## config.mk

```make
export PLATFORM = sky130hd
export DESIGN_NAME = decode_stage
export DESIGN_NICKNAME = d
export VERILOG_FILES = /design/src/rtl/decode_pkg.sv /design/src/rtl/decode_regfile.sv /design/src/rtl/decode_stage.sv
export SDC_FILE = /design/constraint.sdc
export NUM_CORES = 2
export LEC_CHECK = 0
export BUFFER_PORTS_ARGS = -buffer_cell sky130_fd_sc_hd__clkbuf_2
export CAP_MARGIN = 20
export CORE_AREA = 5 5 600 424
export CTS_CLUSTER_DIAMETER = 30
export CTS_CLUSTER_SIZE = 8
export DETAILED_ROUTE_END_ITERATION = 16
export DIE_AREA = 0 0 605 429
export PLACE_DENSITY = 0.41
export SETUP_SLACK_MARGIN = 0.5
export SKIP_LAST_GASP = 1
export SYNTH_ARGS = -nofsm -noshare
export SYNTH_HDL_FRONTEND = slang
export SYNTH_SLANG_ARGS = --single-unit
```

## constraint.sdc

```tcl
create_clock -name clock -period 3.8 [get_ports clock]
set_clock_uncertainty 0.1 [all_clocks]
set_input_delay 0.57 -clock clock [delete_from_list [all_inputs] [get_ports clock]]
set_output_delay 0.57 -clock clock [all_outputs]
set_load 0.03 [all_outputs]
```

## src/rtl/decode_pkg.sv

```systemverilog
`default_nettype none
// ============================================================================
// Module   : decode_pkg
// Purpose  : Opcodes, control-vector layout, instruction field positions and
//            run/halt state encoding shared by the decode stage.
// Revision : 1.0
// ============================================================================
package decode_pkg;

  localparam int c_OPC_MSB   = 31;
  localparam int c_OPC_LSB   = 26;
  localparam int c_RS_MSB    = 25;
  localparam int c_RS_LSB    = 21;
  localparam int c_RT_MSB    = 20;
  localparam int c_RT_LSB    = 16;
  localparam int c_RD_MSB    = 15;
  localparam int c_RD_LSB    = 11;
  localparam int c_SHAMT_MSB = 10;
  localparam int c_SHAMT_LSB = 6;
  localparam int c_BOFF_MSB  = 10;
  localparam int c_IMM_MSB   = 15;

  // Control one-hot: bit n marks opcode n; the top bit is reserved and never set.
  localparam int c_CTRL_W    = 16;
  localparam int c_CTRL_RSVD = 15;

  typedef enum logic [5:0] {
    OP_ADD = 6'd0,  OP_SUB = 6'd1,  OP_LI  = 6'd2,  OP_SHL = 6'd3,
    OP_SHR = 6'd4,  OP_AND = 6'd5,  OP_OR  = 6'd6,  OP_XOR = 6'd7,
    OP_BR  = 6'd8,  OP_BNE = 6'd9,  OP_MOV = 6'd10, OP_ADI = 6'd11,
    OP_MUL = 6'd12, OP_HLT = 6'd13, OP_NOP = 6'd14
  } opcode_e;

  typedef enum logic [0:0] {
    ST_RUN    = 1'b0,
    ST_HALTED = 1'b1
  } state_t;

  function automatic logic is_writer(input logic [5:0] opcode);
    return opcode inside {OP_ADD, OP_SUB, OP_LI, OP_SHL, OP_SHR, OP_AND,
                          OP_OR, OP_XOR, OP_MOV, OP_ADI, OP_MUL};
  endfunction

  function automatic logic reg_in_range(input logic [4:0] idx, input int nregs);
    return int'(idx) < nregs;
  endfunction

endpackage
`default_nettype wire

```

## src/rtl/decode_regfile.sv

```systemverilog
`default_nettype none
// ============================================================================
// Module   : decode_regfile
// Purpose  : NREGS x DATA_W register file, two async reads, one write; r0 = 0.
//            DECODE_WB_BYPASS_EN forwards same-cycle write data to readers.
// Revision : 1.0
// ============================================================================
module decode_regfile
  import decode_pkg::*;
#(
  parameter int DATA_W = 32,
  parameter int NREGS  = 32
) (
  input  logic              clock,
  input  logic              reset_n,
  input  logic              wr_en,
  input  logic [4:0]        wr_addr,
  input  logic [DATA_W-1:0] wr_data,
  input  logic [4:0]        rd_addr_a,
  output logic [DATA_W-1:0] rd_data_a,
  input  logic [4:0]        rd_addr_b,
  output logic [DATA_W-1:0] rd_data_b
);

  logic [DATA_W-1:0] r_mem [NREGS];
  logic              w_wr_ok;
  logic              w_hit_a, w_hit_b;
  logic              w_byp_a, w_byp_b;

  assign w_wr_ok = wr_en && (wr_addr != 5'd0) && reg_in_range(wr_addr, NREGS);

  always_ff @(posedge clock or negedge reset_n) begin
    if (!reset_n) begin
      for (int i = 0; i < NREGS; i++) r_mem[i] <= '0;
    end else if (w_wr_ok) begin
      r_mem[wr_addr] <= wr_data;
    end
  end

  assign w_hit_a = (rd_addr_a != 5'd0) && reg_in_range(rd_addr_a, NREGS);
  assign w_hit_b = (rd_addr_b != 5'd0) && reg_in_range(rd_addr_b, NREGS);

`ifdef DECODE_WB_BYPASS_EN
  assign w_byp_a = w_wr_ok && (wr_addr == rd_addr_a);
  assign w_byp_b = w_wr_ok && (wr_addr == rd_addr_b);
`else
  assign w_byp_a = 1'b0;
  assign w_byp_b = 1'b0;
`endif

  assign rd_data_a = !w_hit_a ? '0 : (w_byp_a ? wr_data : r_mem[rd_addr_a]);
  assign rd_data_b = !w_hit_b ? '0 : (w_byp_b ? wr_data : r_mem[rd_addr_b]);

endmodule
`default_nettype wire

```

## src/rtl/decode_stage.sv

```systemverilog
`default_nettype none
// ============================================================================
// Module   : decode_stage
// Purpose  : Instruction decode with register read, pending-write scoreboard,
//            run/halt control and a registered valid/ready output stage.
//            Option macro: DECODE_WB_BYPASS_EN (same-cycle write-back bypass).
// Revision : 1.0
// ============================================================================
module decode_stage
  import decode_pkg::*;
#(
  parameter int DATA_W = 32,
  parameter int PC_W   = 32,
  parameter int NREGS  = 32
) (
  input  logic                clock,
  input  logic                reset_n,
  input  logic                in_valid,
  output logic                in_ready,
  input  logic [PC_W-1:0]     in_pc,
  input  logic [31:0]         in_instr,
  output logic                out_valid,
  input  logic                out_ready,
  output logic [PC_W-1:0]     out_pc,
  output logic [DATA_W-1:0]   out_rs_data,
  output logic [DATA_W-1:0]   out_rt_data,
  output logic [4:0]          out_rd,
  output logic [10:0]         out_boff,
  output logic [15:0]         out_imm,
  output logic [DATA_W-1:0]   out_simm,
  output logic [4:0]          out_shamt,
  output logic [15:0]         out_ctrl,
  output logic                out_illegal,
  input  logic                wb_en,
  input  logic [4:0]          wb_addr,
  input  logic [DATA_W-1:0]   wb_data,
  input  logic                resume,
  output logic                halted
);

  logic [5:0]          w_opcode;
  logic [4:0]          w_rs, w_rt, w_rd;
  logic [15:0]         w_imm;
  logic                w_illegal, w_writes, w_stall, w_in_ready, w_accept;
  logic [c_CTRL_W-1:0] w_ctrl;
  logic [31:0]         w_wb_clr, w_pend_set, w_pend_view, r_pending;
  logic [DATA_W-1:0]   w_rs_data, w_rt_data, w_simm;
  state_t              r_state, w_state_next;

  logic                r_out_valid, r_out_illegal;
  logic [PC_W-1:0]     r_out_pc;
  logic [DATA_W-1:0]   r_out_rs_data, r_out_rt_data, r_out_simm;
  logic [4:0]          r_out_rd, r_out_shamt;
  logic [10:0]         r_out_boff;
  logic [15:0]         r_out_imm, r_out_ctrl;

  assign w_opcode = in_instr[c_OPC_MSB:c_OPC_LSB];
  assign w_rs     = in_instr[c_RS_MSB:c_RS_LSB];
  assign w_rt     = in_instr[c_RT_MSB:c_RT_LSB];
  assign w_rd     = in_instr[c_RD_MSB:c_RD_LSB];
  assign w_imm    = in_instr[c_IMM_MSB:0];
  assign w_simm   = DATA_W'($signed(w_imm));

  assign w_illegal = (w_opcode > OP_NOP) || !reg_in_range(w_rs, NREGS) ||
                     !reg_in_range(w_rt, NREGS) || !reg_in_range(w_rd, NREGS);
  assign w_writes  = !w_illegal && is_writer(w_opcode) && (w_rd != 5'd0);

  always_comb begin
    w_ctrl = '0;
    if (!w_illegal) w_ctrl[w_opcode[3:0]] = 1'b1;
    w_ctrl[c_CTRL_RSVD] = 1'b0;
  end

  decode_regfile #(
    .DATA_W (DATA_W),
    .NREGS  (NREGS)
  ) u_regfile (
    .clock     (clock),
    .reset_n   (reset_n),
    .wr_en     (wb_en),
    .wr_addr   (wb_addr),
    .wr_data   (wb_data),
    .rd_addr_a (w_rs),
    .rd_data_a (w_rs_data),
    .rd_addr_b (w_rt),
    .rd_data_b (w_rt_data)
  );

  assign w_wb_clr   = wb_en ? (32'd1 << wb_addr) : '0;
  assign w_pend_set = (w_accept && w_writes) ? (32'd1 << w_rd) : '0;

  // With bypass, a write-back landing this cycle already satisfies the hazard.
`ifdef DECODE_WB_BYPASS_EN
  assign w_pend_view = r_pending & ~w_wb_clr;
`else
  assign w_pend_view = r_pending;
`endif

  assign w_stall    = in_valid && (w_pend_view[w_rs] || w_pend_view[w_rt]);
  assign w_in_ready = (r_state == ST_RUN) && !w_stall && (!r_out_valid || out_ready);
  assign w_accept   = in_valid && w_in_ready;

  always_ff @(posedge clock or negedge reset_n) begin
    if (!reset_n) r_pending <= '0;
    else          r_pending <= (r_pending & ~w_wb_clr) | w_pend_set;
  end

  always_ff @(posedge clock or negedge reset_n) begin
    if (!reset_n) r_state <= ST_RUN;
    else          r_state <= w_state_next;
  end

  always_comb begin
    w_state_next = r_state;
    case (r_state)
      ST_RUN:    if (w_accept && !w_illegal && (w_opcode == OP_HLT)) w_state_next = ST_HALTED;
      ST_HALTED: if (resume) w_state_next = ST_RUN;
      default:   w_state_next = ST_RUN;
    endcase
  end

  always_ff @(posedge clock or negedge reset_n) begin
    if (!reset_n) begin
      r_out_valid   <= 1'b0;
      r_out_pc      <= '0;
      r_out_rs_data <= '0;
      r_out_rt_data <= '0;
      r_out_rd      <= '0;
      r_out_boff    <= '0;
      r_out_imm     <= '0;
      r_out_simm    <= '0;
      r_out_shamt   <= '0;
      r_out_ctrl    <= '0;
      r_out_illegal <= 1'b0;
    end else if (w_accept) begin
      r_out_valid   <= 1'b1;
      r_out_pc      <= in_pc;
      r_out_rs_data <= w_rs_data;
      r_out_rt_data <= w_rt_data;
      r_out_rd      <= w_rd;
      r_out_boff    <= in_instr[c_BOFF_MSB:0];
      r_out_imm     <= w_imm;
      r_out_simm    <= w_simm;
      r_out_shamt   <= in_instr[c_SHAMT_MSB:c_SHAMT_LSB];
      r_out_ctrl    <= w_ctrl;
      r_out_illegal <= w_illegal;
    end else if (r_out_valid && out_ready) begin
      r_out_valid   <= 1'b0;
    end
  end

  assign in_ready    = w_in_ready;
  assign halted      = (r_state == ST_HALTED);
  assign out_valid   = r_out_valid;
  assign out_pc      = r_out_pc;
  assign out_rs_data = r_out_rs_data;
  assign out_rt_data = r_out_rt_data;
  assign out_rd      = r_out_rd;
  assign out_boff    = r_out_boff;
  assign out_imm     = r_out_imm;
  assign out_simm    = r_out_simm;
  assign out_shamt   = r_out_shamt;
  assign out_ctrl    = r_out_ctrl;
  assign out_illegal = r_out_illegal;

endmodule
`default_nettype wire

```

==> results.txt <==
Antenna-violating nets left -> 0
Crit Path Max Fanout -> 2
Initial Util -> 0.2488
Max-slew violations -> 0
Die width -> 605 um
Fillers -> 24190
Post-synthesis sequential area ratio -> 0.4818
Multi-input logic area -> 30030 um^2
Share of post-route cells with drive strength above 1 -> 0.6153
Power Dens Cells -> 669.2 nW/um^2
Tot GR Track Use -> 0.1722
Final period util -> 0.9362
GPL Wtd Cong -> 0.7520
Max_cap viols -> 0
Die area -> 259500 um^2
Commonest non-fill, non-tap cell in the layout -> dfrtp_1
Area Growth Syn to Fin -> 27.96%
Final Setup Violations -> 0
Startpoint types -> register
Netlist cell types -> 45
Reg area -> 29680 um^2
CTS Buffer Depth -> 4
Post-synthesis net count -> 4047
Reg2reg path depth -> 6
# IOs -> 292
CTS tree -> built
Worst slew pin tran -> 1.230 ns
Mapped Cells -> 3940
Root Driver -> clkbuf_16
Unrepaired setup endpoints after global routing -> yes
Core area -> 247500 um^2
Dpl hpwl -> 134200 um
Setup total negative slack -> 0 ns
Fin worst setup slack -> 0.2424 ns
Critical path class -> register to primary output
Worst min-delay path startpoint -> in_instr[13]
Final Hold Fails -> 0
Number of input and output port buffers inserted -> 290
Flop2flop setup slack -> 0.72 ns
Final Non-Filler Cells -> 7864
Fin area -> 78820 um^2
Crit path capture type -> primary output
Hold path depth -> 2
Place WS -> 0.3300 ns
Commonest cells after routing, fill and taps aside -> dfrtp_1, mux2_2, mux4_2
DR WL/cell -> 28.79 um
Vias post-DR -> 39210
Post-synthesis register bit count -> 1186
Mapped cell area -> 61600 um^2
Max rail drop VDD -> 0.3776 mV
Die Height -> 429 um
Pre-Repair DR Iteration Count -> 8
1st-iter DRT viols -> 2460
Final core utilization -> 0.3184
Final WL -> 226400 um
Hold Crit Class -> input pin to register
CTS sink cnt -> 1186
Final nets -> 4396
F_max -> 281.1 MHz
DRC violations left -> 0
RR Endpoint -> out_rt_data[28]
Async SR Flop Fraction -> 1.000
Largest net degree at the start of global routing -> 111
WP data required -> 3.13 ns
Commonest register cell after synthesis -> dfrtp_1
Critical Path AT -> 2.89 ns
Synth warn -> 0
Clk pin slew, worst setup/hold paths -> 0.04 ns
GRT overflow -> 0
FP Rows -> 153
Worst-skew pair later-pin latency -> 0.81 ns
Hold Path Sink -> out_rd[2]
Number of global-route vias before repair -> 41670
Placed insts -> 7270
# Post-CTS Setup Buffers -> 0
Syn_area_per_cell -> 15.63 um^2
Pleak -> 0.03376 uW
Number of synthesized flops with an enable pin -> 0
Initial antenna violation count -> 21
H-tree depth -> 5
Fin crit period -> 3.558 ns
Headroom to the max-slew limit -> 0.1803
First-pass GRT wire length -> 325100 um
Post-DP Area -> 67780 um^2
Status -> finished clean
Worst reg2reg path startpoint -> r_pending[0]
Drt via density -> 4.986
CTS Buf Count -> 303
-- sequential cells by signal, summed over array words and instances, names as in the netlist, 4 cells and up --
name	count
r_pending	32
out_boff	6
out_pc	32
out_shamt	4
out_rs_data	32
out_rt_data	32
out_ctrl	15
out_rd	5
u_regfile.r_mem	1024
-- layout make-up --
class | count | area share
multi-input combinational | 2270 | 0.3810
sequential | 1186 | 0.3766
clock buffer | 397 | 0.1079
timing repair buffer | 524 | 0.05545
tap | 3332 | 0.05289
clock inverter | 147 | 0.02591
inverter | 4 | 0.0002222
antenna | 4 | 0.0001270
-- metal layers --
layer	GRT usage	vias to the layer above	routed length [um]
met2	0.2590	1147	100800
met1	0.2553	21670	109300
met5	0	-	0
li1	-	16020	-
met3	0.03014	377	11050
met4	0.04398	0	5297
-- cell usage after synthesis, drive strengths merged (4+ instances only) --
cell type / count / area share
buf: 173 / 0.016
clkbuf: 307 / 0.019
dfrtp: 1186 / 0.48
inv: 4 / 0.00024
mux2: 1248 / 0.23
mux2i: 18 / 0.0029
mux4: 586 / 0.21
nand2: 47 / 0.0029
nand2b: 8 / 0.00081
nand3: 6 / 0.00049
nand3b: 6 / 0.00073
nand4: 17 / 0.0017
nor2: 38 / 0.0023
nor2b: 62 / 0.0063
nor3: 70 / 0.0057
nor3b: 6 / 0.00073
o21ai: 47 / 0.0038
o22ai: 64 / 0.0065
or2: 5 / 0.00051
or4: 12 / 0.0015
-- kinds of logic (layout without fill, tap and decap cells) --
kind of cell	count (synthesis)	after routing	synth area share
other	1	5	0.00006088
AND/OR/NAND/NOR	290	290	0.02515
flip-flops	1186	1186	0.4818
multiplexers	1852	1852	0.4453
buffers and inverters	484	1072	0.03539
AO/OA/AOI/OAI	127	127	0.01223
-- worst max-delay path, stage by stage, from the launching register on --
cell,delay (ns)
dfrtp_2,0.46
mux4_2,0.46
mux4_2,0.53
mux2i_4,0.17
nand3_2,0.13
a21boi_2,0.15
clkbuf_8,0.17
-- timing repair --
action / 4_1_cts / 5_1_grt
endpoints found under the hold margin: 120 / 0
pin swaps: 2 / 1
gates resized for setup: 5 / 1
hold buffers: 46 / 0
setup endpoints to repair: 1 / 1
-- how the worst max path moves through the flow --
stage                 startpoint         endpoint  slack (ns)  cells after the start
finish              r_pending[0]         in_ready        0.24                      6
CTS                 r_pending[0]         in_ready        0.17                      6
floorplan           in_instr[21]  out_rs_data[12]        0.54                     10
detailed placement  in_instr[16]     out_ctrl[11]        0.33                      7
global route        r_pending[0]         in_ready        0.17                      6
global placement    in_instr[16]  out_rs_data[25]        0.33                      7
-- through the flow --
stage               total power, uW  hold WS, ns
floorplan                     23300       0.1744
global placement              26170       0.2765
detailed placement            26320       0.2833
CTS                           53450     0.009187
global route                  54970      0.04993
finish                        52750      0.08354
-- power by group --
| group | internal (uW) | leakage [uW] | switching [uW] |
|---|---|---|---|
| sequential | 15200 | 0.0152 | 1880 |
| combinational | 4910 | 0.0134 | 4140 |
| clock | 18600 | 0.00517 | 8050 |
| total | 38700 | 0.0338 | 14100 |
(Power assumes the default switching activity.)
